==> src/rtl/writeback_unit_pkg.sv <==
`default_nettype none
// ============================================================================
// Module      : writeback_unit_pkg
// Description : Shared core definitions for the writeback unit: register
//               index / data widths, register count and the ALU skid-buffer
//               state encoding.
// Revision    : 1.0 - initial release
// ============================================================================
package writeback_unit_pkg;

  localparam int REG_IDX_W = 5;
  localparam int DATA_W    = 32;
  localparam int NUM_REGS  = 32;

  // ALU skid buffer: EMPTY accepts a new ALU result, HELD owns one that is
  // waiting for a free write slot.
  typedef enum logic [0:0] {
    SKID_EMPTY = 1'b0,
    SKID_HELD  = 1'b1
  } skid_state_e;

endpackage : writeback_unit_pkg
`default_nettype wire

==> src/rtl/writeback_unit_load_queue.sv <==
`default_nettype none
// ============================================================================
// Module      : wb_load_queue
// Description : In-order FIFO of outstanding load destination registers.
//               Wrap-around read/write pointers plus an occupancy count.
//               With WB_SCOREBOARD_EN defined, per-entry rd/valid outputs are
//               exported so the parent can build a busy-register mask.
// Revision    : 1.0 - initial release
// ============================================================================
module wb_load_queue
  import writeback_unit_pkg::*;
#(
  parameter int DEPTH = 4
) (
  input  logic                             clk,
  input  logic                             rst_n,
  input  logic                             push,
  input  logic [REG_IDX_W-1:0]             push_rd,
  input  logic                             pop,
  output logic [REG_IDX_W-1:0]             head_rd,
  output logic                             full,
`ifdef WB_SCOREBOARD_EN
  output logic [DEPTH-1:0][REG_IDX_W-1:0]  entry_rd,
  output logic [DEPTH-1:0]                 entry_valid,
`endif
  output logic                             empty
);

  localparam int PTR_W = $clog2(DEPTH);
  localparam int CNT_W = PTR_W + 1;
  localparam logic [PTR_W-1:0] PTR_ONE   = PTR_W'(1);
  localparam logic [CNT_W-1:0] CNT_ONE   = CNT_W'(1);
  localparam logic [CNT_W-1:0] CNT_DEPTH = CNT_W'(DEPTH);

  logic [DEPTH-1:0][REG_IDX_W-1:0] mem_q, mem_d;
  logic [PTR_W-1:0]                wr_ptr_q, wr_ptr_d;
  logic [PTR_W-1:0]                rd_ptr_q, rd_ptr_d;
  logic [CNT_W-1:0]                count_q, count_d;
  logic                            push_ok;
  logic                            pop_ok;

  assign full    = (count_q == CNT_DEPTH);
  assign empty   = (count_q == '0);
  assign head_rd = mem_q[rd_ptr_q];

  // Guard against overflow/underflow even if the parent misbehaves.
  assign push_ok = push && !full;
  assign pop_ok  = pop && !empty;

  // Next-state for storage, pointers and occupancy.
  always_comb begin
    mem_d    = mem_q;
    wr_ptr_d = wr_ptr_q;
    rd_ptr_d = rd_ptr_q;
    count_d  = count_q;
    if (push_ok) begin
      mem_d[wr_ptr_q] = push_rd;
      wr_ptr_d        = wr_ptr_q + PTR_ONE;
    end
    if (pop_ok) begin
      rd_ptr_d = rd_ptr_q + PTR_ONE;
    end
    case ({push_ok, pop_ok})
      2'b10:   count_d = count_q + CNT_ONE;
      2'b01:   count_d = count_q - CNT_ONE;
      default: count_d = count_q;
    endcase
  end

  // Queue state registers.
  always_ff @(posedge clk or negedge rst_n) begin
    if (!rst_n) begin
      mem_q    <= '0;
      wr_ptr_q <= '0;
      rd_ptr_q <= '0;
      count_q  <= '0;
    end else begin
      mem_q    <= mem_d;
      wr_ptr_q <= wr_ptr_d;
      rd_ptr_q <= rd_ptr_d;
      count_q  <= count_d;
    end
  end

`ifdef WB_SCOREBOARD_EN
  // An entry is live when its distance from the read pointer (mod DEPTH)
  // is below the occupancy count.
  for (genvar i = 0; i < DEPTH; i++) begin : g_entry
    localparam logic [PTR_W-1:0] IDX = PTR_W'(i);
    logic [PTR_W-1:0] offset;
    assign offset         = IDX - rd_ptr_q;
    assign entry_valid[i] = ({1'b0, offset} < count_q);
    assign entry_rd[i]    = mem_q[i];
  end
`endif

endmodule : wb_load_queue
`default_nettype wire

==> src/rtl/writeback_unit.sv <==
`default_nettype none
// ============================================================================
// Module      : writeback_unit
// Description : Register-file writeback arbiter. Load returns (in issue
//               order, destinations tracked in wb_load_queue) take priority;
//               a colliding ALU result is parked in a one-entry skid buffer
//               and written on the next free slot. Writes to x0 are dropped.
//               Macro WB_SCOREBOARD_EN enables the busy_mask decode; without
//               it busy_mask is tied to zero.
// Revision    : 1.0 - initial release
// ============================================================================
module writeback_unit
  import writeback_unit_pkg::*;
#(
  parameter int LQ_DEPTH = 4
) (
  input  logic                 clk,
  input  logic                 rst_n,
  input  logic                 alu_valid,
  input  logic [4:0]           alu_rd,
  input  logic [31:0]          alu_data,
  output logic                 alu_ready,
  input  logic                 ld_issue,
  input  logic [4:0]           ld_rd,
  output logic                 ld_ready,
  input  logic                 mem_rvalid,
  input  logic [31:0]          mem_rdata,
  output logic                 regwrite,
  output logic [4:0]           rd,
  output logic [31:0]          rd_data,
  output logic [31:0]          busy_mask,
  output logic                 err_underflow
);

  skid_state_e          state_q, state_d;
  logic [REG_IDX_W-1:0] skid_rd_q, skid_rd_d;
  logic [DATA_W-1:0]    skid_data_q, skid_data_d;
  logic                 regwrite_q, regwrite_d;
  logic [REG_IDX_W-1:0] rd_q, rd_d;
  logic [DATA_W-1:0]    rd_data_q, rd_data_d;
  logic                 err_q, err_d;

  logic                 lq_full;
  logic                 lq_empty;
  logic [REG_IDX_W-1:0] lq_head_rd;
  logic                 lq_push;
  logic                 lq_pop;
  logic                 underflow;
  logic                 alu_accept;
  logic                 wr_en;
  logic [REG_IDX_W-1:0] wr_rd;
  logic [DATA_W-1:0]    wr_data;

`ifdef WB_SCOREBOARD_EN
  logic [LQ_DEPTH-1:0][REG_IDX_W-1:0] lq_entry_rd;
  logic [LQ_DEPTH-1:0]                lq_entry_valid;
`endif

  // ld_ready is purely !full: a same-cycle pop does not open a slot early.
  assign ld_ready   = !lq_full;
  assign lq_push    = ld_issue && !lq_full;
  assign lq_pop     = mem_rvalid && !lq_empty;
  assign underflow  = mem_rvalid && lq_empty;
  assign alu_ready  = (state_q == SKID_EMPTY);
  assign alu_accept = alu_valid && alu_ready;

  wb_load_queue #(
    .DEPTH       (LQ_DEPTH)
  ) u_load_queue (
    .clk         (clk),
    .rst_n       (rst_n),
    .push        (lq_push),
    .push_rd     (ld_rd),
    .pop         (lq_pop),
    .head_rd     (lq_head_rd),
    .full        (lq_full),
`ifdef WB_SCOREBOARD_EN
    .entry_rd    (lq_entry_rd),
    .entry_valid (lq_entry_valid),
`endif
    .empty       (lq_empty)
  );

  // Write-slot arbitration: load return first, then skid drain, then ALU.
  always_comb begin
    state_d     = state_q;
    skid_rd_d   = skid_rd_q;
    skid_data_d = skid_data_q;
    wr_en       = 1'b0;
    wr_rd       = '0;
    wr_data     = '0;
    if (lq_pop) begin
      wr_en   = 1'b1;
      wr_rd   = lq_head_rd;
      wr_data = mem_rdata;
      if (alu_accept) begin
        skid_rd_d   = alu_rd;
        skid_data_d = alu_data;
        state_d     = SKID_HELD;
      end
    end else if (state_q == SKID_HELD) begin
      wr_en   = 1'b1;
      wr_rd   = skid_rd_q;
      wr_data = skid_data_q;
      state_d = SKID_EMPTY;
    end else if (alu_accept) begin
      wr_en   = 1'b1;
      wr_rd   = alu_rd;
      wr_data = alu_data;
    end
  end

  // Register-port next values; x0 writes and idle cycles hold rd/rd_data.
  always_comb begin
    regwrite_d = wr_en && (wr_rd != '0);
    rd_d       = rd_q;
    rd_data_d  = rd_data_q;
    if (regwrite_d) begin
      rd_d      = wr_rd;
      rd_data_d = wr_data;
    end
    err_d = err_q || underflow;
  end

  // Skid buffer, write port and sticky error registers.
  always_ff @(posedge clk or negedge rst_n) begin
    if (!rst_n) begin
      state_q     <= SKID_EMPTY;
      skid_rd_q   <= '0;
      skid_data_q <= '0;
      regwrite_q  <= 1'b0;
      rd_q        <= '0;
      rd_data_q   <= '0;
      err_q       <= 1'b0;
    end else begin
      state_q     <= state_d;
      skid_rd_q   <= skid_rd_d;
      skid_data_q <= skid_data_d;
      regwrite_q  <= regwrite_d;
      rd_q        <= rd_d;
      rd_data_q   <= rd_data_d;
      err_q       <= err_d;
    end
  end

  assign regwrite      = regwrite_q;
  assign rd            = rd_q;
  assign rd_data       = rd_data_q;
  assign err_underflow = err_q;

`ifdef WB_SCOREBOARD_EN
  // Busy decode from the registered queue entries; x0 is never busy.
  always_comb begin
    busy_mask = '0;
    for (int r = 1; r < NUM_REGS; r++) begin
      for (int e = 0; e < LQ_DEPTH; e++) begin
        if (lq_entry_valid[e] && (lq_entry_rd[e] == REG_IDX_W'(r))) begin
          busy_mask[r] = 1'b1;
        end
      end
    end
  end
`else
  assign busy_mask = 32'd0;
`endif

endmodule : writeback_unit
`default_nettype wire

==> config.mk <==
export PLATFORM = sky130hd
export DESIGN_NAME = writeback_unit
export DESIGN_NICKNAME = d
export VERILOG_FILES = /design/src/rtl/writeback_unit_pkg.sv /design/src/rtl/writeback_unit_load_queue.sv /design/src/rtl/writeback_unit.sv
export SDC_FILE = /design/constraint.sdc
export NUM_CORES = 1
export LEC_CHECK = 0
export BUFFER_PORTS_ARGS = -buffer_cell sky130_fd_sc_hd__buf_2
export CORE_MARGIN = 2
export CORE_UTILIZATION = 24
export DETAILED_ROUTE_END_ITERATION = 12
export HOLD_SLACK_MARGIN = 0.06
export PLACE_DENSITY_LB_ADDON = 0.3
export SYNTH_ARGS = -nofsm -noshare
export SYNTH_HDL_FRONTEND = slang
export SYNTH_SLANG_ARGS = --single-unit
==> constraint.sdc <==
create_clock -name clk -period 2.3 [get_ports clk]
set_clock_uncertainty 0.15 [all_clocks]
set_input_delay 0 -clock clk [delete_from_list [all_inputs] [get_ports clk]]
set_output_delay 0 -clock clk [all_outputs]
set_load 0.02 [all_outputs]
Word-level counts from Yosys, hierarchy flattened --
Cells that the tools add are included.
Storage, ports and cells: output and inout port bits 73, register bits 104, bits of input ports 79
Operators by class: reductions and logical operators 15, $lt $le $gt $ge 3, bitwise operators 1, add/subtract/negate cells 4, eq/ne operators 4, mux-type cells 17
Operators with widths (number):
- 2-to-1 mux 32 bit | 3
- 2-to-1 mux 5 bit | 5
- bitwise mux 20 bit | 1
- binary-select mux 5 bit (select 2 bit) | 1
- demux 5 bit (select 2 bit) | 1
- logical AND 1 bit | 8
- < comparator 2 x 3 -> 1 bit, second input constant | 2
- one-hot mux 3 bit (2 select lines) | 1
- 2-to-1 mux 1 bit | 5
- nonzero test 5 bit | 1
- adder 2 x 1 -> 2 bit, second input constant | 2
- adder 3 x 1 -> 3 bit, second input constant | 1
- equality test 3 bit, second input constant | 1
- zero test 3 bit | 1
- subtractor 3 x 1 -> 3 bit, second input constant | 1
- equality test 2 x 1 -> 1 bit, second input constant | 1
- equality test 2 bit, second input constant | 1
- >= comparator 2 x 1 -> 1 bit, second input constant | 1
- zero test 1 bit | 2
- inequality test 2 bit, second input constant | 1
- AND reduction 2 bit | 1
- nonzero test 2 bit | 1
- logical OR 1 bit | 1
- NOT 1 bit | 1

Depth between registers and ports, before layout --
depth after elaboration 7, depth in mapped cells 9, mapped depth without buffers 9

Hierarchy --
A second synthesis with hierarchy kept.
Second synthesis, totals: cells, all modules 467, area, all modules 5370.2 µm²
By module, submodules not included:
- writeback_unit | instances 1, cells an instance 380, sequential area each 1926.8 µm², area an instance 4093.9 µm²
- wb_load_queue | instances 1, cells an instance 87, sequential area each 675.6 µm², area an instance 1276.2 µm²

Worst setup path after synthesis --
OpenSTA, ideal clock, no wires.
kind register to register, start register u_load_queue.rd_ptr_q[0], end register rd_data_q[0], in the netlist rd_data[0], cell stages (with the launch flop) 7, clock period less this slack 2.261 ns, setup slack 0.039 ns, data arrival time 1.985 ns, library setup time 0.125 ns, cell sequence dfrtp_1 buf_6 mux4_2 nor4_4 a32oi_4 buf_6 mux2_4
Between the ends: longest elaborated chain between the ends 5
RTL lines:
- start, declared | line writeback_unit_load_queue.sv:37 | logic [PTR_W-1:0] rd_ptr_q, rd_ptr_d;
- start signal, assigned | line writeback_unit_load_queue.sv:80 | rd_ptr_q <= rd_ptr_d;
- binary-select mux 5 bit (select 2 bit) | line writeback_unit_load_queue.sv:44 | assign head_rd = mem_q[rd_ptr_q];
- 2-to-1 mux 5 bit (not written as such) | line writeback_unit_load_queue.sv:44
- 2-to-1 mux 5 bit | line writeback_unit.sv:92 | if (lq_pop) begin
- nonzero test 5 bit | line writeback_unit.sv:115 | regwrite_d = wr_en && (wr_rd != '0);
- logical AND 1 bit | line writeback_unit.sv:115
- end signal, assigned | line writeback_unit.sv:141 | rd_data_q <= rd_data_d;
- end, declared | line writeback_unit.sv:40 | logic [DATA_W-1:0] rd_data_q, rd_data_d;
No other way between the ends. The select of a mux whose other input is x is not followed. A chain may end at the register's enable or synchronous reset.

Worst setup path after layout --
start register u_load_queue.rd_ptr_q[0], end register rd_data_q[17], in the netlist rd_data[17]
The elaborated chain is that of the path after synthesis.

==> impl_metrics.toml <==
[drt]
via_per_inst = 4.319
drtIter0Drc = 111
route.detailed.drc = 0
first_pass_iters = 4
ant_nets = 0
vias = 3909
wl_mm = 13.24
wl_per_cell_um = 14.62

[sta]
drv_slew = 0
hold_viol_final = 0
setup-violations-final = 26
setup_slack_ps = -26.27
max_freq_mhz = 429.9
timing.hold.ws_ps = 281.3
rsz0062_at_grt = "true"
post-route-period-util_pct = 101.1
fin_crit_ps = 2326
slew_headroom_pct = 51.18
timing_worst_slew_pin_value_ps = 729.9

[setup_path]
ff2ff_path_depth = 5
slowest_stage = "mux4_2"
cp-end-kind = "register"
r2r-end = "rd_data[17]"
slowest_delay_ps = 570
cp_max_fo = 28
criticalPathCategory = "register to register"
required_ps = 2380
path_delay_family = "multiplexers"
path_buf_inv = 1
r2r_start = "u_load_queue.rd_ptr_q[0]"
reg2reg_slack_ps = -30
crit_chain = "mux4_2, nor4_4, a32oi_4, buf_12, mux2_4"
crit_arrival_ps = 2410
worstSetupStartpointType = "register"

[placed_design]
io_buffers = 119
post-place-ws_ps = -119.9
dp_hpwl_mm = 9.350
place_congestion = 0.7514
placed_cells = 804

[power_and_ir_drop]
p_per_area_nw_per_um2 = 1206
irDropWorstVdd_uv = 555.0
power_mw = 8.645
leakagePower_nw = 3.308

[job]
cap_violations = 0

[clock_tree]
root_buffer = "clkbuf_16"
clkTransAtPathRegs_ps = 80
htreeDepth = 3
clock_path_buffers = 2
numCtsBuffers = 9
clkSinkCount = 104
clock_latency_ps = 350
cts_tree = "built"

[layout]
layout_commonest_cell = "buf_2"
antennaDiodeCount = 0
layout-drive-gt1-share_pct = 40.79
finalNonFillerCells = 905
area_growth_pct = 38.56
final_cell_mix = "buf_2, dfrtp_1, dlygate4sd3_1, nor2_1, mux2_2"
final_nets = 710
fillers = 2090

[outcome]
violations = "setup timing"
status = "finished, violations left"

[yosys]
synth.avg_cell_area_sq_um = 12.34
synth_area_sq_um = 5172
ys_ff_latch = 104
synth_edf_count = 0
yosysWarnings = 0
synth_cell_types = 31
syn_inst = 419
synth_seq_area_share_pct = 50.31
async_flop_share_pct = 100.0
synth_ff_type = "dfrtp_1"

[grt]
grt-ovfl-total = 0
use_met1_pct = 14.36
top_usage_layer = "met2"
grt_max_degree = 40
grtUsageMet3_pct = 2.620
antenna_found_initial = 0
grt_pass1_vias = 4066
use_met2_pct = 20.18
grt_first_pass_wirelength_mm = 20.41
grt.total_usage_pct = 11.58

[die]
rows = 53
initial_core_util_pct = 24.53
die_y_um = 150.8
fp.dieW_um = 150.8
die_area_sq_um = 22740
core_sq_um = 21090
io_pins = 152

[min_path]
min_to = "skid_data_q[8]"
hp-start = "alu_data[8]"
hold_depth = 3
hold_path.class = "input pin to register"
-- worst max-delay path by stage --
stage	slack, ps	to	startpoint	depth (start not counted)
after floorplan	40	rd_data[0]	u_load_queue.rd_ptr_q[0]	6
after global placement	-60	rd_data[22]	u_load_queue.rd_ptr_q[0]	5
after detailed placement	-120	rd_data[19]	u_load_queue.rd_ptr_q[0]	5
after CTS	-40	rd_data[30]	u_load_queue.rd_ptr_q[0]	5
after global routing	-90	rd_data[30]	u_load_queue.rd_ptr_q[0]	5
final	-30	rd_data[17]	u_load_queue.rd_ptr_q[0]	5
-- worst register-to-register path: stages (launching register included) --
cell and delay [ps]:
dfrtp_2 450, mux4_2 580, nor4_4 370, a32oi_4 100
buf_12 210, mux2_4 350
-- cell families after synthesis --
group	count (synthesis)	synth area share [%]
XOR/XNOR	6	1.016
AND/OR/NAND/NOR	86	6.797
multiplexers	95	23.56
other	1	0.07250
AO/OA/AOI/OAI	51	8.660
flip-flops	104	50.31
adder cells (fa/ha/maj)	6	1.597
buffers and inverters	70	7.982
-- report_power, final --
group | switching, mW | internal [mW] | total, mW | leakage, nW
combinational | 1.85 | 1.96 | 3.81 | 1.95
clock | 0.735 | 0.754 | 1.49 | 0.136
sequential | 0.586 | 2.76 | 3.34 | 1.22
-- metal layers --
metal / part of all wire [%] / wire length [um]
met1: 44 / 5854
met2: 49 / 6453
met3: 6.1 / 802
met4: 0.94 / 124
met5: 0 / 0
-- through the flow --
stage	TNS (ps)	utilization (%)	area, sq um
after global routing	-2248	33.99	7167
after global placement	-1517	28.66	6043
after CTS	-743.0	33.91	7152
after detailed placement	-3159	28.66	6043
final	-328.4	33.99	7167
after floorplan	0	-	5289
-- area by class of cell --
class / count / area [sq um] / area share [%]
flip-flops and latches: 104 / 2605 / 36.35
multi-input cells: 276 / 2283 / 31.86
repair buffers: 221 / 1604 / 22.38
well taps: 275 / 344.1 / 4.801
clock buffers: 10 / 229.0 / 3.195
clock inverters: 6 / 52.55 / 0.7332
inverters: 13 / 48.80 / 0.6809
-- cells in the mapped netlist (2+ instances only) --
| master | count | share of area (%) |
|---|---|---|
| dfrtp_1 | 104 | 50 |
| mux4_2 | 5 | 2.2 |
| nand2_1 | 8 | 0.58 |
| o22ai_1 | 5 | 0.60 |
| a221oi_1 | 38 | 6.4 |
| xnor2_1 | 4 | 0.68 |
| buf_4 | 32 | 4.6 |
| inv_1 | 12 | 0.87 |
| mux2_2 | 64 | 14 |
| o21ai_0 | 2 | 0.19 |
| nor2_1 | 73 | 5.3 |
| mux2_4 | 25 | 7.3 |
| xor2_1 | 2 | 0.34 |
| buf_6 | 4 | 0.87 |
| ha_1 | 5 | 1.2 |
| clkbuf_1 | 20 | 1.5 |
| or4_1 | 2 | 0.29 |
-- registers in the layout, summed over array words and instances (netlist names), 2 cells and up --
register and flops:
rd 5, rd_data 32, skid_data_q 32, skid_rd_q 5
u_load_queue.count_q 3, u_load_queue.mem_q 20, u_load_queue.rd_ptr_q 2, u_load_queue.wr_ptr_q 2
-- timing repair --
action	CTS	global route
endpoints found under the setup margin	32	32
hold endpoints to repair	201	0
hold buffers	81	0
resized for setup	1	0
pin swaps	1	0
buffers inserted	2	2
gates cloned	0	0
(Power assumes the default switching activity.)
